File: src/rtl/mc_pkg.sv
// ---------------------------------------------------------------------------
// mc_pkg
// Constants and types shared by the multicycle CPU's coprocessor-0 slice:
//   - next-PC select encodings driven on selpc
//   - exception codes stored in cause[3:2]
//   - CP0 register numbers for mfc0/mtc0
//   - bit positions of the status mask bits
//   - interrupt acknowledge FSM states
// ---------------------------------------------------------------------------
package mc_pkg;

   localparam logic [1:0] SELPC_NPC = 2'b00;
   localparam logic [1:0] SELPC_EPC = 2'b01;
   localparam logic [1:0] SELPC_VEC = 2'b10;

   typedef enum logic [1:0] {
      EXC_INT    = 2'b00,
      EXC_SYS    = 2'b01,
      EXC_UNIMPL = 2'b10,
      EXC_OVR    = 2'b11
   } exccode_t;

   localparam logic [4:0] CP0_STATUS = 5'd12;
   localparam logic [4:0] CP0_CAUSE  = 5'd13;
   localparam logic [4:0] CP0_EPC    = 5'd14;

   localparam int ST_INT    = 0;
   localparam int ST_SYS    = 1;
   localparam int ST_UNIMPL = 2;
   localparam int ST_OVR    = 3;

   localparam logic [31:0] VECTOR_DEFAULT = 32'h0000_0008;

   typedef enum logic {
      IRQ_ARMED = 1'b0,
      IRQ_ACKED = 1'b1
   } irq_state_t;

endpackage

File: src/rtl/mc_cp0_if.sv
// ---------------------------------------------------------------------------
// mc_cp0_if
// Commit-time bus between the multicycle control unit (master) and CP0
// (slave).
//   master drives: commit, pc_cur, npc, exc_sys, exc_unimpl, exc_ovr,
//                  i_eret, i_mtc0, rd, wdata
//   slave drives : rdata, selpc, vec, exc
// ---------------------------------------------------------------------------
interface mc_cp0_if;

   logic        commit;
   logic [31:0] pc_cur;
   logic [31:0] npc;
   logic        exc_sys;
   logic        exc_unimpl;
   logic        exc_ovr;
   logic        i_eret;
   logic        i_mtc0;
   logic [4:0]  rd;
   logic [31:0] wdata;
   logic [31:0] rdata;
   logic [1:0]  selpc;
   logic [31:0] vec;
   logic        exc;

   modport master (
      output commit, pc_cur, npc, exc_sys, exc_unimpl, exc_ovr,
             i_eret, i_mtc0, rd, wdata,
      input  rdata, selpc, vec, exc
   );

   modport slave (
      input  commit, pc_cur, npc, exc_sys, exc_unimpl, exc_ovr,
             i_eret, i_mtc0, rd, wdata,
      output rdata, selpc, vec, exc
   );

endinterface

File: src/rtl/mc_sync2.sv
// ---------------------------------------------------------------------------
// mc_sync2
// Two-flop synchronizer for an asynchronous level input; q follows d two
// clock edges later. Both flops clear on reset.
//   clock  : sampling clock
//   resetn : asynchronous, active-low reset
//   d      : asynchronous input
//   q      : synchronized output
// ---------------------------------------------------------------------------
module mc_sync2 (
   input  logic clock,
   input  logic resetn,
   input  logic d,
   output logic q
);

   logic meta;

   always_ff @(posedge clock or negedge resetn) begin
      if (!resetn) begin
         meta <= 1'b0;
         q    <= 1'b0;
      end else begin
         meta <= d;
         q    <= meta;
      end
   end

endmodule

File: src/rtl/mc_cp0.sv
// ---------------------------------------------------------------------------
// mc_cp0
// Coprocessor-0 / interrupt unit beside the multicycle control unit. Holds
// status, cause and EPC, synchronizes the external interrupt, and decides
// traps on the commit cycle of each instruction.
//   clock, resetn : clock and asynchronous active-low reset
//   intr          : asynchronous interrupt request level
//   bus           : commit-time bus (mc_cp0_if.slave), carries selpc/exc/
//                   vec back to the control unit and mfc0/mtc0 traffic
//   epc_out       : current EPC
//   status, cause : architectural registers (unused bits read 0)
//   inta          : one-cycle interrupt acknowledge, cycle after the trap
// ---------------------------------------------------------------------------
module mc_cp0
   import mc_pkg::*;
#(
   parameter logic [31:0] VECTOR     = VECTOR_DEFAULT,
   parameter logic [4:0]  REG_STATUS = CP0_STATUS,
   parameter logic [4:0]  REG_CAUSE  = CP0_CAUSE,
   parameter logic [4:0]  REG_EPC    = CP0_EPC
) (
   input  logic         clock,
   input  logic         resetn,
   input  logic         intr,
   mc_cp0_if.slave      bus,
   output logic [31:0]  epc_out,
   output logic [31:0]  status,
   output logic [31:0]  cause,
   output logic         inta
);

   logic        irq_s;
   logic [11:0] status_q;
   logic [1:0]  code_q;
   logic [31:0] epc_q;
   logic        inta_q;
   irq_state_t  state_q;
   irq_state_t  state_d;

   logic        ovr_en;
   logic        unimpl_en;
   logic        sys_en;
   logic        exc_req;
   logic        int_req;
   logic        trap;
   logic        do_eret;
   logic        do_mtc0;
   exccode_t    code;

   mc_sync2 u_sync (
      .clock  (clock),
      .resetn (resetn),
      .d      (intr),
      .q      (irq_s)
   );

   // Trap decision. Exceptions beat interrupts, and interrupts are held off
   // across mtc0/eret commits so a status update takes effect first.
   always_comb begin
      ovr_en    = bus.exc_ovr    & status_q[ST_OVR];
      unimpl_en = bus.exc_unimpl & status_q[ST_UNIMPL];
      sys_en    = bus.exc_sys    & status_q[ST_SYS];
      exc_req   = bus.commit & (ovr_en | unimpl_en | sys_en);
      int_req   = bus.commit & irq_s & status_q[ST_INT] &
                  (state_q == IRQ_ARMED) & ~bus.i_mtc0 & ~bus.i_eret & ~exc_req;
      trap      = exc_req | int_req;
      do_eret   = bus.commit & bus.i_eret & ~trap;
      do_mtc0   = bus.commit & bus.i_mtc0 & ~trap & ~bus.i_eret;

      if (ovr_en)         code = EXC_OVR;
      else if (unimpl_en) code = EXC_UNIMPL;
      else if (sys_en)    code = EXC_SYS;
      else                code = EXC_INT;
   end

   // Architectural registers. A trap pushes the mask nibble onto the 2-deep
   // save stack (the oldest entry falls off); eret pops it back.
   always_ff @(posedge clock or negedge resetn) begin
      if (!resetn) begin
         status_q <= '0;
         code_q   <= 2'b00;
         epc_q    <= '0;
         inta_q   <= 1'b0;
      end else begin
         inta_q <= int_req;
         if (trap) begin
            status_q <= {status_q[7:0], 4'b0000};
            code_q   <= code;
            epc_q    <= exc_req ? bus.pc_cur : bus.npc;
         end else if (do_eret) begin
            status_q <= {4'b0000, status_q[11:4]};
         end else if (do_mtc0) begin
            if (bus.rd == REG_STATUS) status_q <= bus.wdata[11:0];
            if (bus.rd == REG_CAUSE)  code_q   <= bus.wdata[3:2];
            if (bus.rd == REG_EPC)    epc_q    <= bus.wdata;
         end
      end
   end

   always_ff @(posedge clock or negedge resetn) begin
      if (!resetn) state_q <= IRQ_ARMED;
      else         state_q <= state_d;
   end

   // Acknowledge FSM: once an interrupt is taken, the line must drop before
   // another can be taken, so a held level interrupts only once.
   always_comb begin
      state_d = state_q;
      case (state_q)
         IRQ_ARMED: if (int_req) state_d = IRQ_ACKED;
         IRQ_ACKED: if (!irq_s)  state_d = IRQ_ARMED;
         default:   state_d = IRQ_ARMED;
      endcase
   end

   always_comb begin
      bus.exc = trap;
      bus.vec = VECTOR;
      if (trap)         bus.selpc = SELPC_VEC;
      else if (do_eret) bus.selpc = SELPC_EPC;
      else              bus.selpc = SELPC_NPC;

      if (bus.rd == REG_STATUS)     bus.rdata = status;
      else if (bus.rd == REG_CAUSE) bus.rdata = cause;
      else if (bus.rd == REG_EPC)   bus.rdata = epc_q;
      else                          bus.rdata = 32'h0;
   end

   assign status  = {20'h0, status_q};
   assign cause   = {28'h0, code_q, 2'b00};
   assign epc_out = epc_q;
   assign inta    = inta_q;

endmodule

File: src/flat_wrapper.sv
// flat-port wrapper written by rule: the top's interface ports become plain ports
module mc_cp0_flat import mc_pkg::*;
#(
   parameter logic [31:0] VECTOR     = VECTOR_DEFAULT,
   parameter logic [4:0]  REG_STATUS = CP0_STATUS,
   parameter logic [4:0]  REG_CAUSE  = CP0_CAUSE,
   parameter logic [4:0]  REG_EPC    = CP0_EPC
)
  (clock, resetn, intr, epc_out, status, cause, inta, bus_commit, bus_pc_cur, bus_npc, bus_exc_sys, bus_exc_unimpl, bus_exc_ovr, bus_i_eret, bus_i_mtc0, bus_rd, bus_wdata, bus_rdata, bus_selpc, bus_vec, bus_exc);
  mc_cp0_if bus_i ();
  input  logic clock;
  input  logic resetn;
  input  logic intr;
  output logic [31:0] epc_out;
  output logic [31:0] status;
  output logic [31:0] cause;
  output logic inta;
  input wire logic [$bits(bus_i.commit)-1:0] bus_commit;
  input wire logic [$bits(bus_i.pc_cur)-1:0] bus_pc_cur;
  input wire logic [$bits(bus_i.npc)-1:0] bus_npc;
  input wire logic [$bits(bus_i.exc_sys)-1:0] bus_exc_sys;
  input wire logic [$bits(bus_i.exc_unimpl)-1:0] bus_exc_unimpl;
  input wire logic [$bits(bus_i.exc_ovr)-1:0] bus_exc_ovr;
  input wire logic [$bits(bus_i.i_eret)-1:0] bus_i_eret;
  input wire logic [$bits(bus_i.i_mtc0)-1:0] bus_i_mtc0;
  input wire logic [$bits(bus_i.rd)-1:0] bus_rd;
  input wire logic [$bits(bus_i.wdata)-1:0] bus_wdata;
  output wire logic [$bits(bus_i.rdata)-1:0] bus_rdata;
  output wire logic [$bits(bus_i.selpc)-1:0] bus_selpc;
  output wire logic [$bits(bus_i.vec)-1:0] bus_vec;
  output wire logic [$bits(bus_i.exc)-1:0] bus_exc;
  assign bus_i.commit = bus_commit;
  assign bus_i.pc_cur = bus_pc_cur;
  assign bus_i.npc = bus_npc;
  assign bus_i.exc_sys = bus_exc_sys;
  assign bus_i.exc_unimpl = bus_exc_unimpl;
  assign bus_i.exc_ovr = bus_exc_ovr;
  assign bus_i.i_eret = bus_i_eret;
  assign bus_i.i_mtc0 = bus_i_mtc0;
  assign bus_i.rd = bus_rd;
  assign bus_i.wdata = bus_wdata;
  assign bus_rdata = bus_i.rdata;
  assign bus_selpc = bus_i.selpc;
  assign bus_vec = bus_i.vec;
  assign bus_exc = bus_i.exc;
  mc_cp0 #(.VECTOR(VECTOR), .REG_STATUS(REG_STATUS), .REG_CAUSE(REG_CAUSE), .REG_EPC(REG_EPC)) u_core (.clock(clock), .resetn(resetn), .intr(intr), .bus(bus_i), .epc_out(epc_out), .status(status), .cause(cause), .inta(inta));
endmodule
File: config.mk
export PLATFORM = sky130hd
export DESIGN_NAME = mc_cp0_flat
export DESIGN_NICKNAME = d
export VERILOG_FILES = /design/src/rtl/mc_pkg.sv /design/src/rtl/mc_cp0_if.sv /design/src/rtl/mc_sync2.sv /design/src/rtl/mc_cp0.sv /design/src/flat_wrapper.sv
export SDC_FILE = /design/constraint.sdc
export NUM_CORES = 1
export LEC_CHECK = 0
export CAP_MARGIN = 20
export CORE_AREA = 2 2 106 108
export DETAILED_ROUTE_END_ITERATION = 16
export DIE_AREA = 0 0 108 110
export PLACE_DENSITY = 0.81
export SLEW_MARGIN = 20
export SYNTH_ARGS = -nofsm -noshare
export SYNTH_HDL_FRONTEND = slang
export SYNTH_SLANG_ARGS = --single-unit
export TNS_END_PERCENT = 50
File: constraint.sdc
create_clock -name clock -period 3.1 [get_ports clock]
set_input_delay 0.93 -clock clock [delete_from_list [all_inputs] [get_ports clock]]
set_output_delay 0.93 -clock clock [all_outputs]
set_load 0.005 [all_outputs]
**Word level (Yosys, flattened, before mapping)**

Cells that the tools add are included.

- Register bits after elaboration: 50
- Bits of input ports: 110

- Reduce and logical (&&, ||, !) cells: 8
- Eq/ne operators: 4
- Bitwise logic cells: 23
- Muxes and demuxes: 24

Operators by type and width:

| kind | count |
|---|---|
| $mux 32 | 8 |
| $mux 12 | 4 |
| $and 1x1->1 | 15 |
| $eq 5x4->1 const B | 3 |
| $mux 2 | 7 |
| $reduce_and 3->1 | 2 |
| $reduce_bool 2->1 | 3 |
| $reduce_bool 3->1 | 2 |
| $not 1->1 | 5 |
| $mux 1 | 4 |
| $or 1x1->1 | 3 |
| $ne 2x2->1 const B | 1 |
| $pmux 1 s2 | 1 |
| $reduce_and 2->1 | 1 |

**Longest topological paths before layout**

- Word-level depth: 13
- Depth in mapped cells: 7
- Depth with buffers taken out: 4

**Cells and area by module**

From an unflattened synthesis, not the netlist that was laid out.

- Cell total of the unflattened synthesis: 417
- Area total of the unflattened synthesis: 3,669.8 sq um

By module, submodules not included:

| module | seq. area each (sq um) | instances | area an instance (sq um) | cells each |
|---|---|---|---|---|
| mc_cp0 | 1,201.2 | 1 | 3,619.7 | 415 |
| mc_sync2 | 50.0 | 1 | 50.0 | 2 |

**Least setup slack after synthesis**

No wires, ideal clock.

- Path type: input -> output
- Start point: in bus_rd[4]
- End point: out bus_rdata[0]
- Buffers on the path: 1
- Required time: 2.170 ns
- Slack: 0.076 ns
- Cell stages on the path: 4
- Data arrival time: 2.094 ns
- Cell sequence: nand3b_1 clkbuf_1 nor3_1 a22o_1

- Cells in the longest elaborated chain, start to end: 4

RTL lines:

| what | line | text |
|---|---|---|
| start, declared | flat_wrapper.sv:26 | `input wire logic [$bits(bus_i.rd)-1:0] bus_rd;` |
| $eq 5x4->1 | mc_cp0.sv:125 | `else if (bus.rd == REG_EPC) bus.rdata = epc_q;` |
| $mux 32 | mc_cp0.sv:125 |  |
| $mux 32 | mc_cp0.sv:124 | `else if (bus.rd == REG_CAUSE) bus.rdata = cause;` |
| $mux 32 (*) | mc_cp0.sv:123 | `if (bus.rd == REG_STATUS) bus.rdata = status;` |
| end, declared | flat_wrapper.sv:28 | `output wire logic [$bits(bus_i.rdata)-1:0] bus_rdata;` |

Mark *: on every way between the ends. The rest lies on a longest branch, timed or not.

**Final worst setup path**

- Start point: in bus_rd[2]
- End point: out bus_rdata[0]

Same word-level chain as after synthesis.

==> impl_metrics.json <==
{
  "async_flop_share_pct": 100,
  "r2r_slack_ps": 540,
  "fill_cells": 963,
  "critPathMaxFanout": 12,
  "synth_compound_area_share_pct": 22.9,
  "setup_tns_ps": 0,
  "final_common_cell": "clkdlybuf4s50_1",
  "cts_buffer_depth": 2,
  "htree_levels": 2,
  "seqPwrFrac_pct": 36.6,
  "fmax_mhz": 326,
  "yosysSeqAreaShare_pct": 33.8,
  "switching_share_pct": 35.6,
  "post_drt_wl_per_cell_um": 18.5,
  "grt_util_all_layers_pct": 22.8,
  "ys_types": 43,
  "crit_start": "bus_rd[2]",
  "chipWidth_um": 108,
  "multi_input_area_um2": 2010,
  "dp_hpwl_um": 10500,
  "synth_top_family_by_area": "compound AO/OA/AOI/OAI gates",
  "r2r-end": "u_core.epc_out[12]$_DFFE_PN0P_",
  "maxCapViolCount": 0,
  "synthMuxAreaShare_pct": 3.55,
  "rr_worst_depth": 13,
  "critical_path.startpoint_type": "input port",
  "gr-total-overflow": 0,
  "synthCells": 416,
  "worstSkewPairLatency_ps": 310,
  "drc": 0,
  "endpoint_kind": "output port",
  "yosys_warnings": 0,
  "finClkSkew_ps": 10.9,
  "required_ps": 2170,
  "rsz0062_at_grt": "no",
  "final-seq-area_um2": 1250,
  "hold_depth": 0,
  "clockRootBuffer": "clkbuf_8",
  "synth_ff_type": "dfrtp_1",
  "min_from": "u_core.u_sync.meta$_DFF_PN0_",
  "synth_xor_xnor_area_share_pct": 0,
  "arrival_ps": 2140,
  "core_um2": 10700,
  "p_sw_w": 0.00121,
  "ant_nets": 0,
  "final_cell_area_um2": 5970,
  "grt_pass1_wl_um": 20800,
  "holdPathEnd": "u_core.u_sync.q$_DFF_PN0_",
  "placed_area_um2": 5690,
  "path_class": "input port to output port",
  "drive_gt1_share_pct": 16.6,
  "synthSimpleGateAreaFrac_pct": 18.2,
  "clk_pin_slew_ps": 100,
  "synth-seq-cells": 50,
  "hold_violations": 0,
  "rows": 38,
  "wl_um": 14500,
  "ios": 274,
  "status": "finished, final reports clean",
  "portBuffers": 191,
  "peakVddDrop_uv": 252,
  "internal_power_w": 0.00219,
  "nNetsFinal": 754,
  "cts_made_buffers": 5,
  "p_clk_share_pct": 12.7,
  "setup_violations": 0,
  "synth_edf_count": 0,
  "final_max_slew_viol_count": 0,
  "p_comb_share_pct": 50.7,
  "diodes": 0,
  "die_area_um2": 11900,
  "total_leakage_power_nw": 2.66,
  "synth_fa_ha_area_share_pct": 0,
  "antenna_found_initial": 0,
  "initial_core_util_pct": 34.6,
  "final_cell_mix": "clkdlybuf4s50_1, conb_1, nor3_1, dfrtp_1, buf_4",
  "post-route-period-util_pct": 99.0,
  "power.density_nw_per_um2": 570,
  "syn_avg_cell_area_um2": 8.90,
  "p_total_w": 0.00340,
  "drt_first_pass_iters": 4,
  "place_congestion": 0.907,
  "cts_tree": "built",
  "hold_class": "flop to flop",
  "min_period_ps": 3070,
  "syn_to_final_growth_pct": 61.3,
  "first_global_vias": 3917,
  "die_h_um": 110,
  "synth_area_um2": 3700,
  "grt_max_degree": 39,
  "routed-via-count": 4054,
  "postCtsHoldBufs": 0,
  "drt_iter0_markers": 256,
  "reg2reg_from": "u_core.status_q[2]$_DFFE_PN0P_",
  "vias_per_cell": 5.16,
  "clkSinkCount": 50
}
-- flip-flops by register name, indices dropped and copies added (netlist names) --
name and flops:
u_core.epc_out 32, u_core.status_q 12, u_core.code_q 2, u_core.inta 1, u_core.state_q 1, u_core.u_sync.meta 1, u_core.u_sync.q 1
-- synth_stat cells (4+ instances only) --
master     n  area [um2]
a21oi_1   33         165
mux2i_1   12         120
clkbuf_1  19        71.3
and2_1    21         131
nand2_1   13        48.8
o221a_1   24         270
inv_1      7        26.3
nor3_1    51         255
o21ai_0    7        35.0
dfrtp_1   50        1250
nor2_1    13        48.8
and3_1     6        37.5
a211oi_1   4        30.0
buf_2     10        50.1
o221ai_1   5        43.8
buf_4     84         631
a22o_1    10        87.6
a221o_1    5        50.1
-- worst max-delay path: stages --
cell             delay [ps]
clkdlybuf4s15_1         170
nand3b_1                190
nor2_4                   90
buf_12                  130
buf_8                   130
buf_4                   150
a22o_1                  230
buf_2                   130
-- cell families (layout without fill, tap and decap cells) --
logic type	Yosys count	after routing
compound gates	106	106
buf+inv	122	271
flops	50	50
mux	13	13
other cells	2	82
simple gates	123	123
-- metrics by stage --
step,utilization (%),instances,setup WS (ps),hold slack (ps)
6_report,55.8,785,32.2,361
5_1_grt,55.8,785,4.91,381
4_1_cts,55.9,785,-26.7,367
3_5_place_dp,53.2,755,-629,344
3_3_place_gp,53.2,755,-618,341
2_1_floorplan,-,496,76.1,331
-- layer usage --
metal / up-vias / global-route usage, % / part of all wire (%)
met5: - / 0 / 0
met4: 0 / 8.15 / 2.5
met3: 33 / 4.17 / 8.1
met2: 232 / 40.5 / 50
met1: 1977 / 27.8 / 39
li1: 1812 / - / -
-- worst max-delay path by stage --
stage | depth (start not counted) | slack (ps) | endpoint
floorplan | 4 | 80 | bus_rdata[0]
global placement | 6 | -620 | bus_rdata[5]
detailed placement | 6 | -630 | bus_rdata[11]
CTS | 7 | -30 | bus_exc
global route | 8 | 5 | bus_rdata[7]
finish | 8 | 30 | bus_rdata[0]
-- power groups by stage --
stage	Clock (W)	Sequential [W]	Combinational, W
2_1_floorplan	0	0.00119	0.000694
3_3_place_gp	0	0.00123	0.00163
3_5_place_dp	0	0.00124	0.00167
4_1_cts	0.000446	0.00123	0.00170
5_1_grt	0.000467	0.00128	0.00184
6_report	0.000433	0.00124	0.00172
-- layout make-up --
type / count / share of cell area [%]
clock buffers: 7 / 1.61
clock inverters: 1 / 0.147
inverters: 8 / 0.503
multi-input cells: 324 / 33.7
flip-flops and latches: 50 / 21.0
well taps: 140 / 2.93
repair buffers: 255 / 40.2
-- timing repair --
item,in CTS,in global routing
buffers inserted,22,0
gates cloned,1,0
pin swaps,7,5
gates resized for setup,103,23
endpoints found under the setup margin,35,18
Note: power is estimated with default switching activity, not from simulation.
